==> src/rtl/adpll_mod_ser_pkg.sv <==
// Shared constants and types for the ADPLL modulation serializer.
package adpll_mod_ser_pkg;

  localparam int unsigned MOD_CTRL   = 0;
  localparam int unsigned MOD_CMD    = 1;
  localparam int unsigned MOD_DIV    = 2;
  localparam int unsigned MOD_TXDATA = 3;
  localparam int unsigned MOD_STATUS = 4;

  localparam int unsigned CMD_FLUSH = 0;
  localparam int unsigned CMD_CLR   = 1;

  // STATUS flag positions, relative to the end of the FIFO level field
  localparam int unsigned ST_EMPTY_OFS = 0;
  localparam int unsigned ST_FULL_OFS  = 1;
  localparam int unsigned ST_BUSY_OFS  = 2;
  localparam int unsigned ST_OVF_OFS   = 3;
  localparam int unsigned ST_UDR_OFS   = 4;

  localparam int unsigned DIV_DEFAULT = 31;

  typedef struct packed {
    logic idle_bit;
    logic lsb_first;
    logic enable;
  } ctrl_t;

  localparam ctrl_t CTRL_RESET = '{idle_bit: 1'b0, lsb_first: 1'b1, enable: 1'b0};

  typedef enum logic {IDLE, SHIFT} mod_state_e;

  function automatic logic [7:0] bit_rev8(input logic [7:0] b);
    logic [7:0] r;
    for (int i = 0; i < 8; i++) r[i] = b[7-i];
    return r;
  endfunction

endpackage

==> src/rtl/adpll_byte_fifo.sv <==
// Byte FIFO clocked on the falling edge; flush clears contents and wins over push.
module adpll_byte_fifo #(
  parameter int unsigned DEPTH = 8,
  parameter int unsigned LW    = $clog2(DEPTH) + 1
) (
  input  logic          clk,
  input  logic          rst,
  input  logic          push,
  input  logic          pop,
  input  logic          flush,
  input  logic [7:0]    wr_data,
  output logic [7:0]    data,
  output logic [LW-1:0] level,
  output logic          empty,
  output logic          full
);

  localparam int unsigned AW = $clog2(DEPTH);

  logic [7:0]    mem_q [DEPTH];
  logic [AW-1:0] rd_ptr_q, rd_ptr_d, wr_ptr_q, wr_ptr_d;
  logic [LW-1:0] level_q, level_d;
  logic          do_push, do_pop;

  always_comb begin
    empty    = (level_q == '0);
    full     = (level_q == LW'(DEPTH));
    level    = level_q;
    data     = mem_q[rd_ptr_q];
    do_pop   = pop & ~empty;
    // A pop on the same edge frees the slot a full-FIFO push needs
    do_push  = push & (~full | do_pop);
    rd_ptr_d = rd_ptr_q;
    wr_ptr_d = wr_ptr_q;
    level_d  = level_q;
    if (flush) begin
      rd_ptr_d = '0;
      wr_ptr_d = '0;
      level_d  = '0;
    end else begin
      if (do_pop)  rd_ptr_d = rd_ptr_q + AW'(1);
      if (do_push) wr_ptr_d = wr_ptr_q + AW'(1);
      level_d = level_q + LW'(do_push) - LW'(do_pop);
    end
  end

  always_ff @(negedge clk or posedge rst) begin
    if (rst) begin
      rd_ptr_q <= '0;
      wr_ptr_q <= '0;
      level_q  <= '0;
    end else begin
      rd_ptr_q <= rd_ptr_d;
      wr_ptr_q <= wr_ptr_d;
      level_q  <= level_d;
    end
  end

  always_ff @(negedge clk) begin
    if (do_push && !flush) mem_q[wr_ptr_q] <= wr_data;
  end

endmodule

==> src/rtl/adpll_mod_ser.sv <==
// CPU-fed byte serializer producing the ADPLL data_mod stream with a programmable bit period.
module adpll_mod_ser
  import adpll_mod_ser_pkg::*;
#(
  parameter int unsigned ADDR_W     = 3,
  parameter int unsigned DATA_W     = 32,
  parameter int unsigned FIFO_DEPTH = 8,
  parameter int unsigned DIV_W      = 8
) (
  input  logic              clk,
  input  logic              rst,
  input  logic              valid,
  input  logic [ADDR_W-1:0] address,
  input  logic [DATA_W-1:0] wdata,
  input  logic              wstrb,
  output logic [DATA_W-1:0] rdata,
  output logic              ready,
  output logic              data_mod,
  output logic              bit_stb,
  output logic              busy
);

  localparam int unsigned FL = $clog2(FIFO_DEPTH) + 1;

  mod_state_e       state_q, state_d;
  ctrl_t            ctrl_q, ctrl_d;
  logic [DIV_W-1:0] div_q, div_d, cnt_q, cnt_d;
  logic [2:0]       idx_q, idx_d;
  logic [7:0]       sh_q, sh_d;
  logic             ovf_q, ovf_d, udr_q, udr_d;
  logic             ready_q, data_mod_q, data_mod_d, bit_stb_q, bit_stb_d, busy_q, busy_d;

  logic             wr, wr_tx, flush, clr, load, udr_set;
  logic [7:0]       fifo_data;
  logic [FL-1:0]    fifo_level;
  logic             fifo_empty, fifo_full;
  logic [FL+4:0]    status;
  logic             unused_wdata;

  assign unused_wdata = ^wdata[DATA_W-1:8];

  adpll_byte_fifo #(.DEPTH(FIFO_DEPTH), .LW(FL)) u_fifo (
    .clk    (clk),
    .rst    (rst),
    .push   (wr_tx),
    .pop    (load),
    .flush  (flush),
    .wr_data(wdata[7:0]),
    .data   (fifo_data),
    .level  (fifo_level),
    .empty  (fifo_empty),
    .full   (fifo_full)
  );

  // Register writes and sticky flags; a set on the same edge beats a clear
  always_comb begin
    wr     = valid & wstrb;
    wr_tx  = wr & (address == ADDR_W'(MOD_TXDATA));
    flush  = wr & (address == ADDR_W'(MOD_CMD)) & wdata[CMD_FLUSH];
    clr    = wr & (address == ADDR_W'(MOD_CMD)) & wdata[CMD_CLR];
    ctrl_d = ctrl_q;
    div_d  = div_q;
    if (wr && address == ADDR_W'(MOD_CTRL)) ctrl_d = ctrl_t'(wdata[2:0]);
    if (wr && address == ADDR_W'(MOD_DIV))  div_d  = wdata[DIV_W-1:0];
    ovf_d = (ovf_q & ~clr) | (wr_tx & fifo_full & ~load & ~flush);
    udr_d = (udr_q & ~clr) | udr_set;
  end

  // Serializer FSM: the byte is stored pre-reversed so bits always leave from index 0 up
  always_comb begin
    state_d    = state_q;
    cnt_d      = cnt_q;
    idx_d      = idx_q;
    sh_d       = sh_q;
    data_mod_d = data_mod_q;
    bit_stb_d  = 1'b0;
    busy_d     = busy_q;
    load       = 1'b0;
    udr_set    = 1'b0;
    case (state_q)
      IDLE: begin
        data_mod_d = ctrl_q.idle_bit;
        busy_d     = 1'b0;
        if (ctrl_q.enable && !fifo_empty) load = 1'b1;
      end
      SHIFT: begin
        if (cnt_q != '0) begin
          cnt_d = cnt_q - DIV_W'(1);
        end else if (idx_q != 3'd7) begin
          idx_d      = idx_q + 3'd1;
          cnt_d      = div_q;
          data_mod_d = sh_q[idx_d];
          bit_stb_d  = 1'b1;
        end else if (ctrl_q.enable && !fifo_empty) begin
          load = 1'b1;
        end else begin
          state_d    = IDLE;
          data_mod_d = ctrl_q.idle_bit;
          busy_d     = 1'b0;
          udr_set    = ctrl_q.enable;
        end
      end
      default: state_d = IDLE;
    endcase
    if (load) begin
      sh_d       = ctrl_q.lsb_first ? fifo_data : bit_rev8(fifo_data);
      idx_d      = 3'd0;
      cnt_d      = div_q;
      data_mod_d = sh_d[0];
      bit_stb_d  = 1'b1;
      busy_d     = 1'b1;
      state_d    = SHIFT;
    end
  end

  always_comb begin
    status                  = '0;
    status[FL-1:0]          = fifo_level;
    status[FL+ST_EMPTY_OFS] = fifo_empty;
    status[FL+ST_FULL_OFS]  = fifo_full;
    status[FL+ST_BUSY_OFS]  = busy_q;
    status[FL+ST_OVF_OFS]   = ovf_q;
    status[FL+ST_UDR_OFS]   = udr_q;
    case (address)
      ADDR_W'(MOD_CTRL):   rdata = DATA_W'(ctrl_q);
      ADDR_W'(MOD_CMD):    rdata = '0;
      ADDR_W'(MOD_DIV):    rdata = DATA_W'(div_q);
      ADDR_W'(MOD_TXDATA): rdata = '0;
      ADDR_W'(MOD_STATUS): rdata = DATA_W'(status);
      default:             rdata = '1;
    endcase
  end

  always_ff @(negedge clk or posedge rst) begin
    if (rst) begin
      state_q    <= IDLE;
      ctrl_q     <= CTRL_RESET;
      div_q      <= DIV_W'(DIV_DEFAULT);
      cnt_q      <= '0;
      idx_q      <= '0;
      sh_q       <= '0;
      ovf_q      <= 1'b0;
      udr_q      <= 1'b0;
      ready_q    <= 1'b0;
      data_mod_q <= 1'b0;
      bit_stb_q  <= 1'b0;
      busy_q     <= 1'b0;
    end else begin
      state_q    <= state_d;
      ctrl_q     <= ctrl_d;
      div_q      <= div_d;
      cnt_q      <= cnt_d;
      idx_q      <= idx_d;
      sh_q       <= sh_d;
      ovf_q      <= ovf_d;
      udr_q      <= udr_d;
      ready_q    <= valid;
      data_mod_q <= data_mod_d;
      bit_stb_q  <= bit_stb_d;
      busy_q     <= busy_d;
    end
  end

  assign ready    = ready_q;
  assign data_mod = data_mod_q;
  assign bit_stb  = bit_stb_q;
  assign busy     = busy_q;

endmodule

==> config.mk <==
export PLATFORM = sky130hd
export DESIGN_NAME = adpll_mod_ser
export DESIGN_NICKNAME = d
export VERILOG_FILES = /design/src/rtl/adpll_mod_ser_pkg.sv /design/src/rtl/adpll_byte_fifo.sv /design/src/rtl/adpll_mod_ser.sv
export SDC_FILE = /design/constraint.sdc
export NUM_CORES = 1
export LEC_CHECK = 0
export BUFFER_PORTS_ARGS = -buffer_cell sky130_fd_sc_hd__buf_4
export CORE_ASPECT_RATIO = 1.1
export CORE_UTILIZATION = 52
export CTS_CLUSTER_SIZE = 14
export DETAILED_ROUTE_END_ITERATION = 7
export GPL_TIMING_DRIVEN = 1
export PLACE_DENSITY = 0.76
export SLEW_MARGIN = 5
export SYNTH_ARGS = -nofsm -noshare
export SYNTH_HDL_FRONTEND = slang
export SYNTH_HIERARCHICAL = 1
export SYNTH_SLANG_ARGS = --single-unit
==> constraint.sdc <==
create_clock -name clk -period 3.4 [get_ports clk]
set_input_delay 0.34 -clock clk [delete_from_list [all_inputs] [get_ports clk]]
set_output_delay 0.34 -clock clk [all_outputs]
set_load 0.05 [all_outputs]
Word level (Yosys, flattened, before mapping)
Memories as Yosys holds them, arrays and structs flattened.
Cells that the tools add are included.
{"block": "totals", "regBits": 47, "ramBits": 64, "in_bits": 39, "output_inout_bits": 36, "elab_cells": 121, "n_memories": 1}
{"block": "classes", "add_sub_neg": 6, "order_cmp": 1, "eq_ne": 11, "mux": 45, "bitwise_logic": 21, "reduce_logical": 19}
{"name": "u_fifo.mem_q", "depth": 8, "width": 8, "read_ports": 1, "rd_clocked_by_memory_dff": 0, "wr": 1, "line_no": "adpll_byte_fifo.sv:20", "source": "logic [7:0] mem_q [DEPTH];"}
{"operator": "$pmux W32 S4", "count": 1}
{"operator": "$mux W8", "count": 5}
{"operator": "$mux W1", "count": 26}
{"operator": "$mux W3", "count": 8}
{"operator": "$and A1 B1 Y1", "count": 12}
{"operator": "$ne A3 B3 Y1 const B", "count": 4}
{"operator": "$add A3 B1 Y3 const B", "count": 3}
{"operator": "$reduce_bool A2 Y1", "count": 4}
{"operator": "$reduce_bool A8 Y1", "count": 1}
{"operator": "$sub A8 B1 Y8 const B", "count": 1}
{"operator": "$eq A3 B2 Y1 const B", "count": 2}
{"operator": "$not A1 Y1", "count": 6}
{"operator": "$pmux W1 S2", "count": 3}
{"operator": "$reduce_and A3 Y1", "count": 2}
{"operator": "$add A4 B1 Y4", "count": 1}
{"operator": "$eq A4 B4 Y1 const B", "count": 1}
{"operator": "$logic_and A1 B1 Y1", "count": 4}
{"operator": "$logic_not A4 Y1", "count": 1}
{"operator": "$lt A3 B4 Y1 const B", "count": 1}
{"operator": "$mux W4", "count": 1}
{"operator": "$ne A4 B3 Y1 const B", "count": 1}
{"operator": "$reduce_and A2 Y1", "count": 2}
{"operator": "$sub A4 B1 Y4", "count": 1}
{"operator": "$bmux W1 S3", "count": 1}
{"operator": "other kinds (8)", "count": 11}

Depth between registers and ports, before layout
Gate-level depths: netlist (run 1).
{"block": "logic_depth", "depth_word": 13, "ltp_mapped": 13, "mapped_depth_nobuf": 11}

Hierarchy
Netlist (run 1), hierarchy kept.
{"mod": "adpll_byte_fifo", "n_inst": 1, "cells_each": 183, "area_each_um2": 3248.1, "seq_area_each_um2": 2172.1}
{"mod": "adpll_mod_ser", "n_inst": 1, "cells_each": 241, "area_each_um2": 2341.0, "seq_area_each_um2": 933.4}

==> results.ini, run 1 <==
[critical_path]
rr_startpoint=idx_q[0]
worstPathRequired_ps=3060
reg2reg_depth=10
start_kind=flop
crit_fanout=3
crit_arrival_ps=3360
r2r-end=u_fifo/level[1]
cp-endpoint=rdata[5]
startpoint=u_fifo/level[3]
crit_path_end_kind=primary output
r2r_setup_slack_ps=180
critPathKind=flop to primary output

[grt]
grt_usage_pct=23.0
grt_antenna_before_repair=0
grt_util_met3_pct=5.93
grt_max_degree=38
grt_busiest_layer=met2
grt_pass1_wl_mm=19.1
grt_util_met1_pct=26.5
overflow=0
first_global_vias=4036
use_met2_pct=38.9

[pwr]
p_per_area_mw_per_mm2=705
leakagePower_nw=3.04
ir_worst_vdd_mv=0.439

[hold_path]
hold_path_class=flop to flop
holdPathStages=2

[sta]
tns_ps=-898
finalSetupViolCount=6
relSlewSlack_pct=53.3
fin_ws_ps=-302
hold_viol_final=0
grt_setup_unrepaired=true
finalMaxSlewViolations=0
hold_slack_ps=461
tightest_slew_ps=700
finClkSkew_ps=82.2

[synth]
synthArstFlopShare_pct=42.3
synth_edf_count=64
yosysWarnings=6
synthesis.nets=474
avgSynthCellArea_um2=13.2
ys.flop_type=edfxtp_1
syn_area_mm2=0.00559
syn-instance-count=424
synth_seq_area_share_pct=55.6
synth_seq_cells=111
synthDistinctLibCells=65

[outcome]
status=complete, but fails checks
violations=negative setup slack

[clocking]
cts-root-buf=clkbuf_16
worstSkewPairLatency_ps=440
clock-sinks=111
path_clk_slew_ps=60
cts_tree=yes
cts_buffers=9
clock_path_buffers=2
cts_htree_levels=3
hold_buffers=0

[routing]
drc=0
drtIter0Drc=170
ant_nets=0
dr.pass1.iters=4
wl_per_cell_um=17.3
num_vias=3869
wirelength_mm=12.0
via_per_inst=5.55

[layout]
seq_area_mm2=0.00311
fillCellCount=789
diodes=0
fin_cells=697
final_nets=599
drive_gt1_share_pct=30.7
area_growth_pct=24.8
multi_input_area_mm2=0.00226
final_area_mm2=0.00697

[die]
fp.dieArea_mm2=0.0112
core_area_mm2=0.0104
start_util_pct=53.5
num_rows=39
die_x_um=101
die_y_um=111
top_level_ports=75

[placed_design]
place_inst=609
place.gp.congestion=0.828
dpl_worst_slack_ps=-350
dp_hpwl_mm=8.28
placement.io_buffers=50
placed_area_mm2=0.00630

[job]
maxCapViolCount=0

[sequential cells by signal (all words and copies together) (netlist names), 3 cells and up]
register,cells
cnt_q,8
ctrl_q,3
div_q,8
idx_q,3
sh_q,8
u_fifo/level,4
u_fifo/mem_q,64
u_fifo/rd_ptr_q,3
u_fifo/wr_ptr_q,3
[worst min path at each step]
stage	start	to	slack (ps)
CTS	ovf_q	ovf_q	460
global placement	ovf_q	ovf_q	450
detailed placement	ovf_q	ovf_q	460
finish	udr_q	udr_q	460
global route	udr_q	udr_q	510
floorplan	udr_q	udr_q	430
[report_power, final]
group / switching (mW) / internal [mW] / total, mW
registers: 0.269 / 1.68 / 1.95
clock network: 0.816 / 0.671 / 1.49
logic: 0.759 / 0.722 / 1.48
total: 1.84 / 3.07 / 4.92
[cell families (layout without fill, tap and decap cells)]
| family | Yosys count | in the layout | synth area share (%) |
|---|---|---|---|
| buf+inv | 62 | 192 | 6.25 |
| fa+ha+maj | 11 | 11 | 2.60 |
| flops | 111 | 111 | 55.6 |
| xor+xnor | 1 | 1 | 0.157 |
| compound gates | 87 | 87 | 10.5 |
| mux | 52 | 52 | 14.9 |
| simple gates | 100 | 100 | 9.96 |
[cell usage in the layout (no fill, tap or decap), drive strengths merged, types with 8 or more instances in the layout]
cell type,netlist,layout
a21oi,25,25
a22o,8,8
buf,30,91
clkbuf,15,9
dfrtn,41,41
edfxtp,64,64
ha,10,10
inv,17,90
mux2,20,20
mux2i,14,14
mux4,18,18
nand2,26,26
nor2,17,17
nor2b,12,12
nor3,8,8
o21ai,25,25
[routing by layer]
metal	up-vias	share of wire [%]
met1	1897	40
met2	111	53
met3	26	4.2
met5	-	0
li1	1835	-
met4	0	2.8
[layout make-up]
type                            instances  share of cell area, %
Multi-Input combinational cell        251                   32.4
Timing Repair Buffer                   91                   11.1
Clock buffer                            9                   3.23
Tap cell                              143                   2.57
Sequential cell                       111                   44.5
Clock inverter                         77                   5.44
Inverter                               15                  0.807
[Yosys cell counts, drive strengths merged (8+ instances only)]
cell / n / area, um2
edfxtp: 64 / 1920
dfrtn: 41 / 1030
buf: 30 / 229
nand2: 26 / 105
a21oi: 25 / 129
o21ai: 25 / 136
mux2: 20 / 229
mux4: 18 / 465
inv: 17 / 63.8
nor2: 17 / 63.8
clkbuf: 15 / 56.3
mux2i: 14 / 140
nor2b: 12 / 75.1
ha: 10 / 125
a22o: 8 / 70.1
nor3: 8 / 40.0
[through the flow]
stage	utilization, %	power (mW)
5_1_grt	66.8	5.22
6_report	66.8	4.92
4_1_cts	66.4	4.95
3_5_place_dp	60.3	3.53
3_3_place_gp	60.3	3.45
2_1_floorplan	-	3.15
[worst max-delay path: stages (launching register included)]
cell and delay (ps):
dfrtn_1 430, ha_1 140, or3b_4 380, inv_2 70
o21ai_2 60, nand2_4 80, buf_8 140
[timing repair]
item                                    4_1_cts  5_1_grt
setup buffers                                 2        2
endpoints found under the setup margin        6       10
endpoints found under the hold margin         0        0
pin swaps                                     5        2
resized for setup                            12        6
No activity file was read; power rests on OpenSTA's default activity.
==> inputs of run 2 (changes only) <==
--- a/config.mk
+++ b/config.mk
@@ -11,7 +11,10 @@
 export CTS_CLUSTER_SIZE = 14
 export DETAILED_ROUTE_END_ITERATION = 7
 export GPL_TIMING_DRIVEN = 1
+export HOLD_SLACK_MARGIN = 0.06
+export MAX_ROUTING_LAYER = met4
 export PLACE_DENSITY = 0.76
+export SETUP_SLACK_MARGIN = 0.15
 export SLEW_MARGIN = 5
 export SYNTH_ARGS = -nofsm -noshare
 export SYNTH_HDL_FRONTEND = slang
==> results.ini, run 2 (same netlist as run 1, synthesis figures left out) <==
[clocking]
path_clk_slew_ps=50  ; was 60 ps
worstSkewPairLatency_ps=420  ; was 440 ps
cts_htree_levels=3  ; unchanged
cts-root-buf=clkbuf_16  ; unchanged
clock-sinks=111  ; unchanged
cts_tree=yes  ; unchanged
cts_buffers=9  ; unchanged
clock_path_buffers=2  ; unchanged
hold_buffers=0  ; unchanged

[routing]
drtIter0Drc=140  ; was 170
ant_nets=0  ; unchanged
wl_per_cell_um=18.2  ; was 17.3 um
drc=0  ; unchanged
num_vias=3946  ; was 3869
dr.pass1.iters=5  ; was 4
wirelength_mm=12.8  ; was 12.0 mm
via_per_inst=5.61  ; was 5.55

[layout]
largest_register_ffs=64  ; unchanged
diodes=0  ; unchanged
mostFrequentLayoutCells=inv_1, buf_4, edfxtp_1, dfrtn_1, a21oi_1  ; was inv_1, buf_4, edfxtp_1, dfrtn_1, nand2_1
fillCellCount=754  ; was 789
fin_cells=703  ; was 697
final_common_cell=inv_1
drive_gt1_share_pct=33.6  ; was 30.7%
final_nets=605  ; was 599
area_growth_pct=27.6  ; was 24.8%
top_register=u_fifo/mem_q  ; unchanged

[pwr]
ir_worst_vdd_mv=0.399  ; was 0.439 mV
leakagePower_nw=3.09  ; was 3.04 nW
total_power_mw=4.92  ; about the same
p_per_area_mw_per_mm2=689  ; was 705 mW/mm2

[critical_path]
crit_fanout=3  ; unchanged
start_kind=flop  ; unchanged
critPathKind=flop to primary output  ; unchanged
worstPathRequired_ps=3060  ; about the same
crit_arrival_ps=3360  ; about the same
crit_path_end_kind=primary output  ; unchanged

[die]
num_rows=39  ; unchanged
top_level_ports=75  ; unchanged
die_x_um=101  ; unchanged
core_area_mm2=0.0104  ; unchanged
fp.dieArea_mm2=0.0112  ; unchanged
start_util_pct=53.5  ; unchanged
die_y_um=111  ; unchanged

[placed_design]
place.gp.congestion=0.838  ; was 0.828
dp_hpwl_mm=8.38  ; was 8.28 mm
place_inst=607  ; was 609
placement.io_buffers=50  ; unchanged

[grt]
grt_max_degree=38  ; unchanged
grt_usage_pct=24.9  ; was 23.0%
grt_pass1_wl_mm=19.9  ; was 19.1 mm
overflow=0  ; unchanged
first_global_vias=3970  ; was 4036
grt_antenna_before_repair=0  ; unchanged

[sta]
grt_setup_unrepaired=true  ; unchanged
hold_viol_final=0  ; unchanged
tns_ps=-827  ; was -898 ps
finClkSkew_ps=67.6  ; was 82.2 ps
finalSetupViolCount=6  ; unchanged
tightest_slew_ps=918  ; was 700 ps
relSlewSlack_pct=38.7  ; was 53.3%
fin_ws_ps=-299  ; was -302 ps
finalMaxSlewViolations=0  ; unchanged

[hold_path]
hold_path_class=flop to flop  ; unchanged

[outcome]
status=complete, but fails checks  ; unchanged
violations=negative setup slack  ; unchanged

[job]
maxCapViolCount=0  ; unchanged

==> run 2: changes by cell type in the layout (fill, tap and decap cells not counted), sizes merged <==
cell | before | now
clkinvlp | 0 | 1
buf | 91 | 97
inv | 90 | 89
==> run 2: metal layers <==
metal / share of wire, % / vias up / global-route usage [%]
li1: - / 1854 / -
met1: 41 / 1960 / 30.0
met2: 53 / 117 / 40.7
met3: 3.8 / 15 / 5.74
met4: 1.5 / 0 / 9.47
met5: 0 / - / -
==> run 2: area by class of cell <==
class / instances / area, um2 / share of cell area (%)
Tap cell: 143 / 179 / 2.51
Timing Repair Buffer: 97 / 906 / 12.7
Multi-Input combinational cell: 251 / 2320 / 32.5
Inverter: 15 / 56.3 / 0.790
Clock buffer: 9 / 225 / 3.16
Clock inverter: 77 / 343 / 4.81
Sequential cell: 111 / 3110 / 43.6
==> run 2: worst paths after layout <==
check                           startpoint  cells past startpoint                 end  slack (ps)
min in group asynchronous              rst                      2  u_fifo/rd_ptr_q[0]        1560
min reg2reg                          ovf_q                      2               ovf_q         450
min                                  ovf_q                      2               ovf_q         450
max reg2reg                       idx_q[1]                     10     u_fifo/level[1]         260
max in group asynchronous              rst                      3            div_q[2]        1270
max                        u_fifo/level[3]                      6            rdata[5]        -300
==> run 2: timing repair <==
item,in CTS,in global routing
gates resized for setup,24,16
buffers inserted,7,5
pin swaps,9,8
setup endpoints to repair,11,71
==> run 2: critical path: stages (launching register included) <==
cell,delay [ps]
dfrtn_1,430
ha_1,150
or3b_4,380
inv_2,70
o21ai_2,60
nand2_4,80
buf_8,140
==> run 2: metrics by stage <==
step / instance area [um2] / utilization, % / hold slack, ps / setup WS, ps
CTS: 7020 / 67.2 / 456 / -304
finish: 7130 / 68.3 / 448 / -299
global placement: 6330 / 60.7 / 453 / -267
floorplan: 5740 / - / 431 / -244
global route: 7130 / 68.3 / 496 / -361
detailed placement: 6330 / 60.7 / 456 / -330
==> run 2: where the power goes <==
group	internal (mW)	switching, mW
Clock	0.638	0.755
Combinational	0.762	0.812
Sequential	1.68	0.268
Total	3.08	1.84
